File: src/rtl/fpu_round_pkg.sv
// Shared widths, stage-1 bundle and helpers for the
// rounder's normalization shifter.
package fpu_round_pkg;

  localparam int SIG_W = 58;
  localparam int EXP_W = 13;
  localparam int MAG_W = EXP_W + 1;
  localparam int CRS_W = 6;
  localparam int FIN_W = 3;

  typedef struct packed {
    logic [SIG_W-1:0] coarse;
    logic [FIN_W-1:0] fine;
    logic             dir;
    logic             sat;
    logic             st;
    logic [EXP_W-1:0] en;
    logic             db;
    logic             tiny;
  } s1_t;

  // One extra bit so that the most negative distance has a magnitude
  function automatic logic [MAG_W-1:0] abs_sh(
    input logic [EXP_W-1:0] sh
  );
    logic [MAG_W-1:0] ext;
    ext = {sh[EXP_W-1], sh};
    return sh[EXP_W-1] ? (~ext + 1'b1) : ext;
  endfunction

endpackage

File: src/rtl/norm_shift_pipe_sticky_shr.sv
// Logical right shift that also reports whether any
// set bit fell off the low end.
module sticky_shr #(
  parameter int W  = 58,
  parameter int AW = 6
) (
  input  logic [W-1:0]  data,
  input  logic [AW-1:0] amt,
  output logic [W-1:0]  shifted,
  output logic          sticky
);

  logic [W-1:0] mask;

  always_comb begin
    mask    = ~({W{1'b1}} << amt);
    shifted = data >> amt;
    sticky  = |(data & mask);
  end

endmodule

File: src/rtl/norm_shift_pipe.sv
// Two-stage normalization shifter: coarse byte-step
// shift in stage 1, fine bit shift plus sticky in stage 2.
module norm_shift_pipe
  import fpu_round_pkg::*;
(
  input  logic             clk,
  input  logic             rst,
  input  logic             flush,
  input  logic             in_valid,
  output logic             in_ready,
  input  logic [SIG_W-1:0] fr,
  input  logic [EXP_W-1:0] er,
  input  logic [EXP_W-1:0] sh,
  input  logic             db,
  input  logic             tiny,
  output logic             out_valid,
  input  logic             out_ready,
  output logic [SIG_W-1:0] fn,
  output logic [EXP_W-1:0] en,
  output logic             st,
  output logic             db_o,
  output logic             tiny_o
);

  logic             s1_valid_q;
  logic             s1_valid_d;
  logic             s2_valid_q;
  logic             s2_valid_d;
  s1_t              s1_q;
  s1_t              s1_d;
  logic [SIG_W-1:0] fn_q;
  logic [SIG_W-1:0] fn_d;
  logic [EXP_W-1:0] en_q;
  logic [EXP_W-1:0] en_d;
  logic             st_q;
  logic             st_d;
  logic             db_q;
  logic             db_d;
  logic             tiny_q;
  logic             tiny_d;

  logic             s1_adv;
  logic             s1_load;
  logic             s2_load;

  logic             dir;
  logic [MAG_W-1:0] mag;
  logic             sat;
  logic [CRS_W-1:0] crs_amt;
  logic [SIG_W-1:0] crs_l;
  logic [SIG_W-1:0] crs_r;
  logic             crs_s;

  logic [SIG_W-1:0] fin_l;
  logic [SIG_W-1:0] fin_r;
  logic             fin_s;
  logic [SIG_W-1:0] fn_res;

  assign s1_adv   = !s2_valid_q || out_ready;
  assign in_ready = !s1_valid_q || s1_adv;
  assign s1_load  = in_valid && in_ready && !flush;
  assign s2_load  = s1_valid_q && s1_adv && !flush;

  assign out_valid = s2_valid_q;
  assign fn        = fn_q;
  assign en        = en_q;
  assign st        = st_q;
  assign db_o      = db_q;
  assign tiny_o    = tiny_q;

  always_comb begin
    dir     = sh[EXP_W-1];
    mag     = abs_sh(sh);
    sat     = mag >= MAG_W'(SIG_W);
    crs_amt = {mag[5:3], 3'b000};
    crs_l   = fr << crs_amt;
  end

  sticky_shr #(
    .W  (SIG_W),
    .AW (CRS_W)
  ) u_crs (
    .data    (fr),
    .amt     (crs_amt),
    .shifted (crs_r),
    .sticky  (crs_s)
  );

  always_comb begin
    s1_d = s1_q;
    if (s1_load) begin
      s1_d.coarse = sat ? '0 : (dir ? crs_r : crs_l);
      s1_d.fine   = mag[FIN_W-1:0];
      s1_d.dir    = dir;
      s1_d.sat    = sat;
      s1_d.st     = dir & (sat ? |fr : crs_s);
      s1_d.en     = er - sh;
      s1_d.db     = db;
      s1_d.tiny   = tiny;
    end
  end

  assign fin_l = s1_q.coarse << s1_q.fine;

  sticky_shr #(
    .W  (SIG_W),
    .AW (FIN_W)
  ) u_fin (
    .data    (s1_q.coarse),
    .amt     (s1_q.fine),
    .shifted (fin_r),
    .sticky  (fin_s)
  );

  always_comb begin
    fn_res = '0;
    unique case (1'b1)
      s1_q.sat:               fn_res = '0;
      !s1_q.sat && s1_q.dir:  fn_res = fin_r;
      !s1_q.sat && !s1_q.dir: fn_res = fin_l;
      default:                fn_res = '0;
    endcase
  end

  always_comb begin
    fn_d   = fn_q;
    en_d   = en_q;
    st_d   = st_q;
    db_d   = db_q;
    tiny_d = tiny_q;
    if (s2_load) begin
      fn_d   = fn_res;
      en_d   = s1_q.en;
      st_d   = s1_q.st | (s1_q.dir & !s1_q.sat & fin_s);
      db_d   = s1_q.db;
      tiny_d = s1_q.tiny;
    end
  end

  // flush only kills the valid bits; data regs keep their contents
  always_comb begin
    s1_valid_d = s1_valid_q;
    s2_valid_d = s2_valid_q;
    if (flush) begin
      s1_valid_d = 1'b0;
      s2_valid_d = 1'b0;
    end else begin
      if (in_ready) s1_valid_d = in_valid;
      if (s1_adv)   s2_valid_d = s1_valid_q;
    end
  end

  always_ff @(posedge clk or posedge rst) begin
    if (rst) begin
      s1_valid_q <= 1'b0;
      s2_valid_q <= 1'b0;
      s1_q       <= '0;
      fn_q       <= '0;
      en_q       <= '0;
      st_q       <= 1'b0;
      db_q       <= 1'b0;
      tiny_q     <= 1'b0;
    end else begin
      s1_valid_q <= s1_valid_d;
      s2_valid_q <= s2_valid_d;
      s1_q       <= s1_d;
      fn_q       <= fn_d;
      en_q       <= en_d;
      st_q       <= st_d;
      db_q       <= db_d;
      tiny_q     <= tiny_d;
    end
  end

endmodule

File: config.mk
export PLATFORM = sky130hd
export DESIGN_NAME = norm_shift_pipe
export DESIGN_NICKNAME = d
export VERILOG_FILES = /design/src/rtl/fpu_round_pkg.sv /design/src/rtl/norm_shift_pipe_sticky_shr.sv /design/src/rtl/norm_shift_pipe.sv
export SDC_FILE = /design/constraint.sdc
export NUM_CORES = 1
export LEC_CHECK = 0
export CAP_MARGIN = 30
export CORE_AREA = 5 5 170 172
export CTS_CLUSTER_SIZE = 40
export DETAILED_ROUTE_END_ITERATION = 7
export DIE_AREA = 0 0 175 177
export DONT_BUFFER_PORTS = 1
export PLACE_DENSITY_LB_ADDON = 0.15
export SLEW_MARGIN = 5
export SYNTH_ARGS = -nofsm -noshare
export SYNTH_HDL_FRONTEND = slang
export SYNTH_SLANG_ARGS = --single-unit
File: constraint.sdc
create_clock -name clk -period 6.8 [get_ports clk]
set_input_delay 0.68 -clock clk [delete_from_list [all_inputs] [get_ports clk]]
set_output_delay 0.68 -clock clk [all_outputs]
set_load 0.02 [all_outputs]
======== Word level (Yosys, flattened, before mapping) ========
Index checks and enable logic that the tools add are counted.
operators by class
  add/subtract/negate cells ............... 2
  $mul .................................... 0
  divide/modulo/power cells ............... 0
  $lt $le $gt $ge ......................... 1
  eq/ne operators ......................... 0
  shifts and indexed selects .............. 6
  muxes and demuxes ....................... 9
  bitwise logic cells ..................... 9
  reduce and logical (&&, ||, !) cells .... 18
operator list
  kind                     count
  $reduce_or A58 Y1        3
  $and A58 B58 Y58         2
  $mux W58                 2
  $not A58 Y58             2
  $pmux W58 S2             1
  $shl A58 B3 Y58          1
  $shl A58 B3 Y58 const A  1
  $shl A58 B6 Y58          1
  $shl A58 B6 Y58 const A  1
  $shr A58 B3 Y58          1
  $shr A58 B6 Y58          1
  $add A14 B1 Y14 const B  1
  $ge A14 B6 Y1 const B    1
  $mux W14                 1
  $not A14 Y14             1
  $sub A13 B13 Y13         1
  $logic_and A1 B1 Y1      6
  $logic_not A1 Y1         5
  $mux W1                  5
  $reduce_bool A2 Y1       2
  $and A1 B1 Y1            3
  $logic_or A1 B1 Y1       2
  $or A1 B1 Y1             1
storage, ports and cells
  bits in registers ....................... 155
  latch bits .............................. 0
  memory bits (writable) .................. 0
  ROM bits ................................ 0
  input bits .............................. 91
  output and inout port bits .............. 76
  word-level logic and storage cells ...... 60
  memories ................................ 0

======== Logic depth before layout (Yosys ltp) ========
Gate-level depths: netlist of run 1.
  word-level depth ........................ 9
  gate-level depth with buffers ........... 11
  depth with buffers taken out ............ 10

======== By module ========
Synthesis of run 1 repeated with hierarchy kept, for this count alone.
second synthesis, totals
  cell total of the unflattened synthesis .. 1,999
  area total of the unflattened synthesis .. 17,703.2 um^2
by module, submodules not included
  module               instances  cells an instance  area an instance (um^2)  sequential area each (um^2)
  norm_shift_pipe      1          1,240              11,013.1                 3,878.7
  sticky_shr at u_crs  1          595                4,453.0                  0.0
  sticky_shr at u_fin  1          164                2,237.1                  0.0

======== Worst setup path after synthesis of run 1 ========
OpenSTA, ideal clock, no wires.
  kind .................................... input port to flip-flop
  start ................................... input sh[0]
  end ..................................... register s1_q[47] (netlist name)
  setup time .............................. 77 ps
  data arrival time ....................... 2,963 ps
  required time ........................... 6,723 ps
  path slack .............................. 3,761 ps
  stages .................................. 10
  buffers on the path ..................... 1
  cell sequence ........................... inv_1 > ha_1 > or4b_4 > o31a_1 > nor3_2 > a31oi_1 > or4_4 > buf_6 > or3_4 > o21ai_1
on the way
  word-level cells in the longest chain between the ends .. 6
  elaborated cells between the ends (all ways) .. 8
  those cells by class .................... add/sub (1); order compare (1); shift (2); mux (3); bitwise (1)
ends and longest elaborated chain
  what                                                RTL line                                                 source
  start: declaration                                  norm_shift_pipe.sv:13                                    input logic [EXP_W-1:0] sh,
  $not A14 Y14                                        fpu_round_pkg.sv:28                                      return sh[EXP_W-1] ? (~ext + 1'b1) : ext;
  $add A14 B1 Y14                                     fpu_round_pkg.sv:28
  $mux W14 (*)                                        fpu_round_pkg.sv:28
  $shl A58 B6 Y58 or $shr A58 B6 Y58 (tied branches)  norm_shift_pipe.sv:76, norm_shift_pipe_sticky_shr.sv:17
  $mux W58                                            norm_shift_pipe.sv:92                                    s1_d.coarse = sat ? '0 : (dir ? crs_r : crs_l);
  $mux W58 (*)                                        norm_shift_pipe.sv:92
  end signal: assignment                              norm_shift_pipe.sv:157                                   s1_q <= '0;
  end signal: assignment                              norm_shift_pipe.sv:166                                   s1_q <= s1_d;
  end: declaration                                    norm_shift_pipe.sv:29                                    s1_t s1_q;
Every way passes the cells marked *; elsewhere a longest branch is shown, timed or not.
A chain may end at the register's enable or synchronous reset.

======== Worst setup path in the final report of run 1 ========
  start ................................... input sh[1]
  end ..................................... register s1_q[22] (netlist name)
Same word-level chain as after synthesis.

==> results of run 1 <==
## flip-flops by register name, summed over array words and instances, names as in the netlist
name / count
s1_valid_q: 1
db_o: 1
tiny_o: 1
s1_q: 79
st: 1
en: 13
out_valid: 1
fn: 58
## stage by stage
step,area [um2],setup slack (ns),instances
floorplan,13400,1.94,1785
global placement,13500,2.84,2005
detailed placement,13500,2.84,2007
CTS,14100,3.26,2039
global route,14100,3.02,2040
finish,14100,3.20,2040
## area by class of cell
cell class	count	area, um2
Multi-Input combinational cell	1449	8830
Fill cell	2695	13200
Inverter	30	118
Tap cell	346	433
Timing Repair Buffer	28	250
Clock inverter	15	166
Clock buffer	17	425
Sequential cell	155	3890
## cell usage in the layout, fill, tap and decap left out, drive strengths merged, types with 12 or more instances in the layout
cell	instances
nand2	285
nor2	169
o21ai	165
dfrtp	155
a21oi	111
mux2i	89
a211oi	55
nor3	54
a31oi	43
mux2	42
nand3	39
inv	39
o31ai	30
o211ai	28
buf	28
or3	25
o311ai	18
nor4	17
o22ai	17
clkbuf	17
nand2b	14
a21o	14
ha	14
a21boi	13
and2	12
a211o	12
## where the power goes
part / internal [mW] / switching (mW) / total [mW]
Sequential: 0.985 / 0.120 / 1.10
Clock: 0.496 / 0.456 / 0.951
Combinational: 0.365 / 0.678 / 1.04
Total: 1.85 / 1.25 / 3.10
## cells by family (layout without fill, tap and decap cells)
group	Yosys count	after routing	synth area share
AO/OA/AOI/OAI	618	618	0.304
flip-flops	155	155	0.290
XOR/XNOR	14	14	0.00915
buffers and inverters	181	90	0.0535
multiplexers	134	134	0.107
AND/OR/NAND/NOR	668	668	0.223
adder cells (fa/ha/maj)	15	15	0.0146
## critical path: cells and delay by family
| family | cells | cell delay [ns] |
|---|---|---|
| and+or+nand+nor | 3 | 1.52 |
| AOI/OAI and AO/OA | 4 | 0.71 |
| buffers and inverters | 2 | 0.78 |
| adders and majority gates | 1 | 0.24 |
## how the worst max path moves through the flow
stage	from	to	slack, ns	depth (start not counted)
after floorplan	rst	db_o	1.94	1
after global placement	sh[0]	s1_q[22]	2.84	10
after detailed placement	sh[0]	s1_q[22]	2.84	10
after CTS	sh[1]	s1_q[22]	3.26	10
after global routing	sh[1]	s1_q[22]	3.02	10
final	sh[1]	s1_q[22]	3.20	10
## metal layers
layer	wire [um]	vias to the layer above	part of all wire	track usage
met5	13	-	0.00025	0
met4	2520	2	0.048	0.140
met3	5930	173	0.11	0.0671
met2	22100	996	0.43	0.496
met1	21400	6701	0.41	0.455
li1	-	6401	-	-
==> results.toml, run 1 <==
[finish]
syn_to_final_growth_pct = 5.36
nNetsFinal = 1787
final_core_util = 0.517
num_antenna_cells = 0
drive_gt1_frac = 0.0815

[grt]
grt_max_degree = 104
track_usage = 0.327
grt_pass1_wl_um = 79900
grt_pass1_vias = 13045
antenna_found_initial = 2
gr-total-overflow = 0

[critical_path]
cpPeakStageDelay_ns = 0.72
worstReg2RegStart = "s1_q[19]"
crit_path_start_kind = "primary input"
worstPathCellList = "inv_1 > ha_1 > nor3b_1 > o211a_4 > buf_4 > nand3_1 > nor2_1 > a21oi_1 > a2bb2oi_1 > a31oi_1"
reg2reg_depth = 7
r2r_setup_slack_ns = 3.45
r2r_end = "fn[28]"
arrival_ns = 3.96
end_kind = "flip-flop"
cp_slowest_cell = "buf_4"
crit_type = "in2reg"
required_ns = 7.16
cp_max_fo = 85

[clock_network]
cts_setup_buffers = 0
cts_buffer_depth = 2
cts_tree = "yes"
numCtsBuffers = 17
clk_latency_ns = 0.44
holdBufCountCts = 0
cts.clk_slew.worst_paths_ns = 0.07
clock-root-buffer = "clkbuf_16"
htree_levels = 4
cts.sinks = 155
cts_resized = 0

[timing]
skew_ns = 0.0173
timing.setup.tns_ns = 0
fin_crit_sh = 0.529
relSlewSlack = 0.324
final_hold_viol_count = 0
fin_hold_ws_ns = 0.253
tightest_slew_ns = 1.01
fmax_ghz = 0.278
timing.final.max_slew_violations = 0
fin_crit_ns = 3.60
rsz0062_at_grt = "no"
setup_violations = 0

[drt]
wl_um = 52000
post-route-drc-count = 0
vias = 14273
first_pass_iters = 6
ant_nets = 0
wire_per_inst_um = 25.5
via_per_inst = 7.00
drt_iter0_drc = 1871

[min_path]
hold_path_class = "in2async"

[die]
die_x_um = 175
fp.coreArea_um2 = 27300
start_util = 0.490
ios = 167
die_h_um = 177
rows = 61
dieArea_um2 = 31000

[place]
gp_congestion = 0.980
dp_hpwl_um = 37800
io_buffer_count = 0

[synth]
synth_area_leader_cell = "dfrtp_1"
ys_warn_count = 0
yosys-top-cells-count = "285 x nand2_1, 169 x nor2_1, 155 x dfrtp_1, 144 x o21ai_0, 111 x a21oi_1"
netlist_area_um2 = 13400
synth_top_area_frac = 0.290
synth_enable_flop_cells = 0
syn_area_per_cell_um2 = 7.50
yosysMostFrequentCell = "nand2_1"
syn-num-nets = 1891
synth_area_leaders = "dfrtp_1 29%, nand2_1 8.0%, mux2i_1 6.7%"
postSynthCellCount = 1785
ys_async_sr_fraction = 1.00
ys_seq_elements = 155
synth_ff_type = "dfrtp_1"
ys_seq_area_frac = 0.290
yosysUniqueCellTypes = 77

[power]
power_mw = 3.10
leakagePower_nw = 5.81
powerDensity_nw_per_um2 = 220
peakVddDrop_uv = 177

[job]
maxCapViolCount = 0

[status]
status = "complete, no violations"
Power figures use the tool's default switching activity.
==> inputs of run 2 (changes only) <==
- clock period: 6.8 -> 3.1 ns (I/O delays scaled with it)
==> results.toml, run 2 (same netlist as run 1, synthesis figures left out) <==
[status]
status = "complete, no violations"

[drt]
ant_nets = 0
wire_per_inst_um = 24.7
vias = 14144
post-route-drc-count = 0
wl_um = 51700
drt_iter0_drc = 1792
via_per_inst = 6.75
first_pass_iters = 8

[finish]
nNetsFinal = 1842
drive_gt1_frac = 0.108
layout_commonest_cell = "nand2_1"
max_flop_register = "s1_q"
syn_to_final_growth_pct = 9.25
largest_reg_flops = 79
num_antenna_cells = 0
num-fill-cells = 2674
regArea_um2 = 3890
layout_common_cells = "285 x nand2_1, 168 x nor2_1, 151 x dfrtp_1"
multi_input_area_um2 = 8830

[critical_path]
worstReg2RegStart = "s1_q[18]"
r2r_end = "fn[30]"
crit_type = "in2reg"
crit_path_start_kind = "primary input"
arrival_ns = 2.99
r2r_setup_slack_ns = 0.54
end_kind = "flip-flop"
required_ns = 3.43
cp_max_fo = 29
reg2reg_depth = 9

[clock_network]
clk_latency_ns = 0.44
htree_levels = 4
cts.sinks = 155
cts_tree = "yes"
cts_setup_buffers = 0
cts_buffer_depth = 2
numCtsBuffers = 17
cts.clk_slew.worst_paths_ns = 0.07
clock-root-buffer = "clkbuf_16"

[grt]
grt_max_degree = 115
grt_pass1_wl_um = 79700
antenna_found_initial = 0
grt_pass1_vias = 13092
track_usage = 0.327
gr-total-overflow = 0

[place]
io_buffer_count = 0
dp_hpwl_um = 38900
gp_congestion = 1.04

[min_path]
hold_path_startpoint = "in_valid"
min_to = "s1_valid_q"
hold_path_class = "in2reg"
holdPathStages = 2

[timing]
timing.setup.tns_ns = 0
timing.final.max_slew_violations = 0
skew_ns = 0.00919
rsz0062_at_grt = "no"
fin_crit_sh = 0.858
tightest_slew_ns = 0.878
final_hold_viol_count = 0
setup_violations = 0
fin_crit_ns = 2.66
fmax_ghz = 0.376
relSlewSlack = 0.414

[power]
sw_frac_of_total = 0.396
peakVddDrop_uv = 319
clkPwrFrac = 0.295
p_switching_mw = 2.74
power.internal_mw = 4.18
seqPwrFrac = 0.345
leakagePower_nw = 6.10
power_mw = 6.92
powerDensity_nw_per_um2 = 473
p_comb_frac = 0.360

[die]
die_h_um = 177
fp.coreArea_um2 = 27300
start_util = 0.490
dieArea_um2 = 31000
ios = 167
rows = 61
die_x_um = 175

[job]
maxCapViolCount = 0
[run 2: changes by cell type in the layout (fill, tap and decap cells not counted), sizes merged]
cell,before,now
buf,28,79
inv,39,36
clkbuf,17,19
clkinvlp,0,1
dlygate4sd3,0,4
[run 2: final cells by class]
cell class / instances / area share
clock buffer: 19 / 0.0310
clock inverter: 13 / 0.00872
inverter: 30 / 0.00795
multi-input combinational: 1449 / 0.604
sequential: 155 / 0.266
tap: 346 / 0.0296
timing repair buffer: 83 / 0.0535
[run 2: worst max-delay path, cell delays in order]
cell       delay [ns]
inv_1            0.07
ha_1             0.24
nor3b_1          0.34
o211ai_1         0.29
buf_12           0.25
and2_1           0.18
a21oi_1          0.19
nor2_1           0.06
a2111oi_0        0.75
buf_4            0.22
o21ai_1          0.05
[run 2: stage by stage]
step | utilization | cell area [um2] | worst slack (ns) | instances | hold WS (ns)
3_3_place_gp | 0.513 | 14000 | 0.162 | 2059 | 0.121
2_1_floorplan | - | 13400 | 0.431 | 1785 | 0.373
6_report | 0.536 | 14600 | 0.441 | 2095 | 0.0409
5_1_grt | 0.536 | 14600 | 0.369 | 2095 | 0.0448
3_5_place_dp | 0.513 | 14000 | 0.123 | 2059 | 0.123
4_1_cts | 0.536 | 14600 | 0.587 | 2095 | 0.0318
[run 2: repair_timing]
action	in CTS	in global routing
setup endpoints to repair	0	0
endpoints found under the hold margin	10	0
hold buffers	4	0
resized for setup	0	0
[run 2: worst max path at each step]
stage / startpoint / slack, ns / end
2_1_floorplan: sh[0] / 0.43 / s1_q[47]
4_1_cts: sh[1] / 0.59 / s1_q[57]
3_5_place_dp: sh[1] / 0.12 / s1_q[57]
3_3_place_gp: sh[0] / 0.16 / s1_q[57]
5_1_grt: sh[1] / 0.37 / s1_q[57]
6_report: sh[1] / 0.44 / s1_q[57]
[run 2: power by group through the flow]
stage	registers (mW)	clock network, mW	logic [mW]
after global routing	2.40	2.16	2.68
after floorplan	2.36	0	1.74
after detailed placement	2.43	0	2.41
after CTS	2.39	2.06	2.42
final	2.39	2.04	2.49
after global placement	2.42	0	2.40
[run 2: layer usage]
metal,global-route usage,share of wire,vias to the layer above
met3,0.0669,0.11,141
met2,0.496,0.43,896
met4,0.131,0.041,0
met1,0.459,0.42,6607
li1,-,-,6500
met5,0,0,-
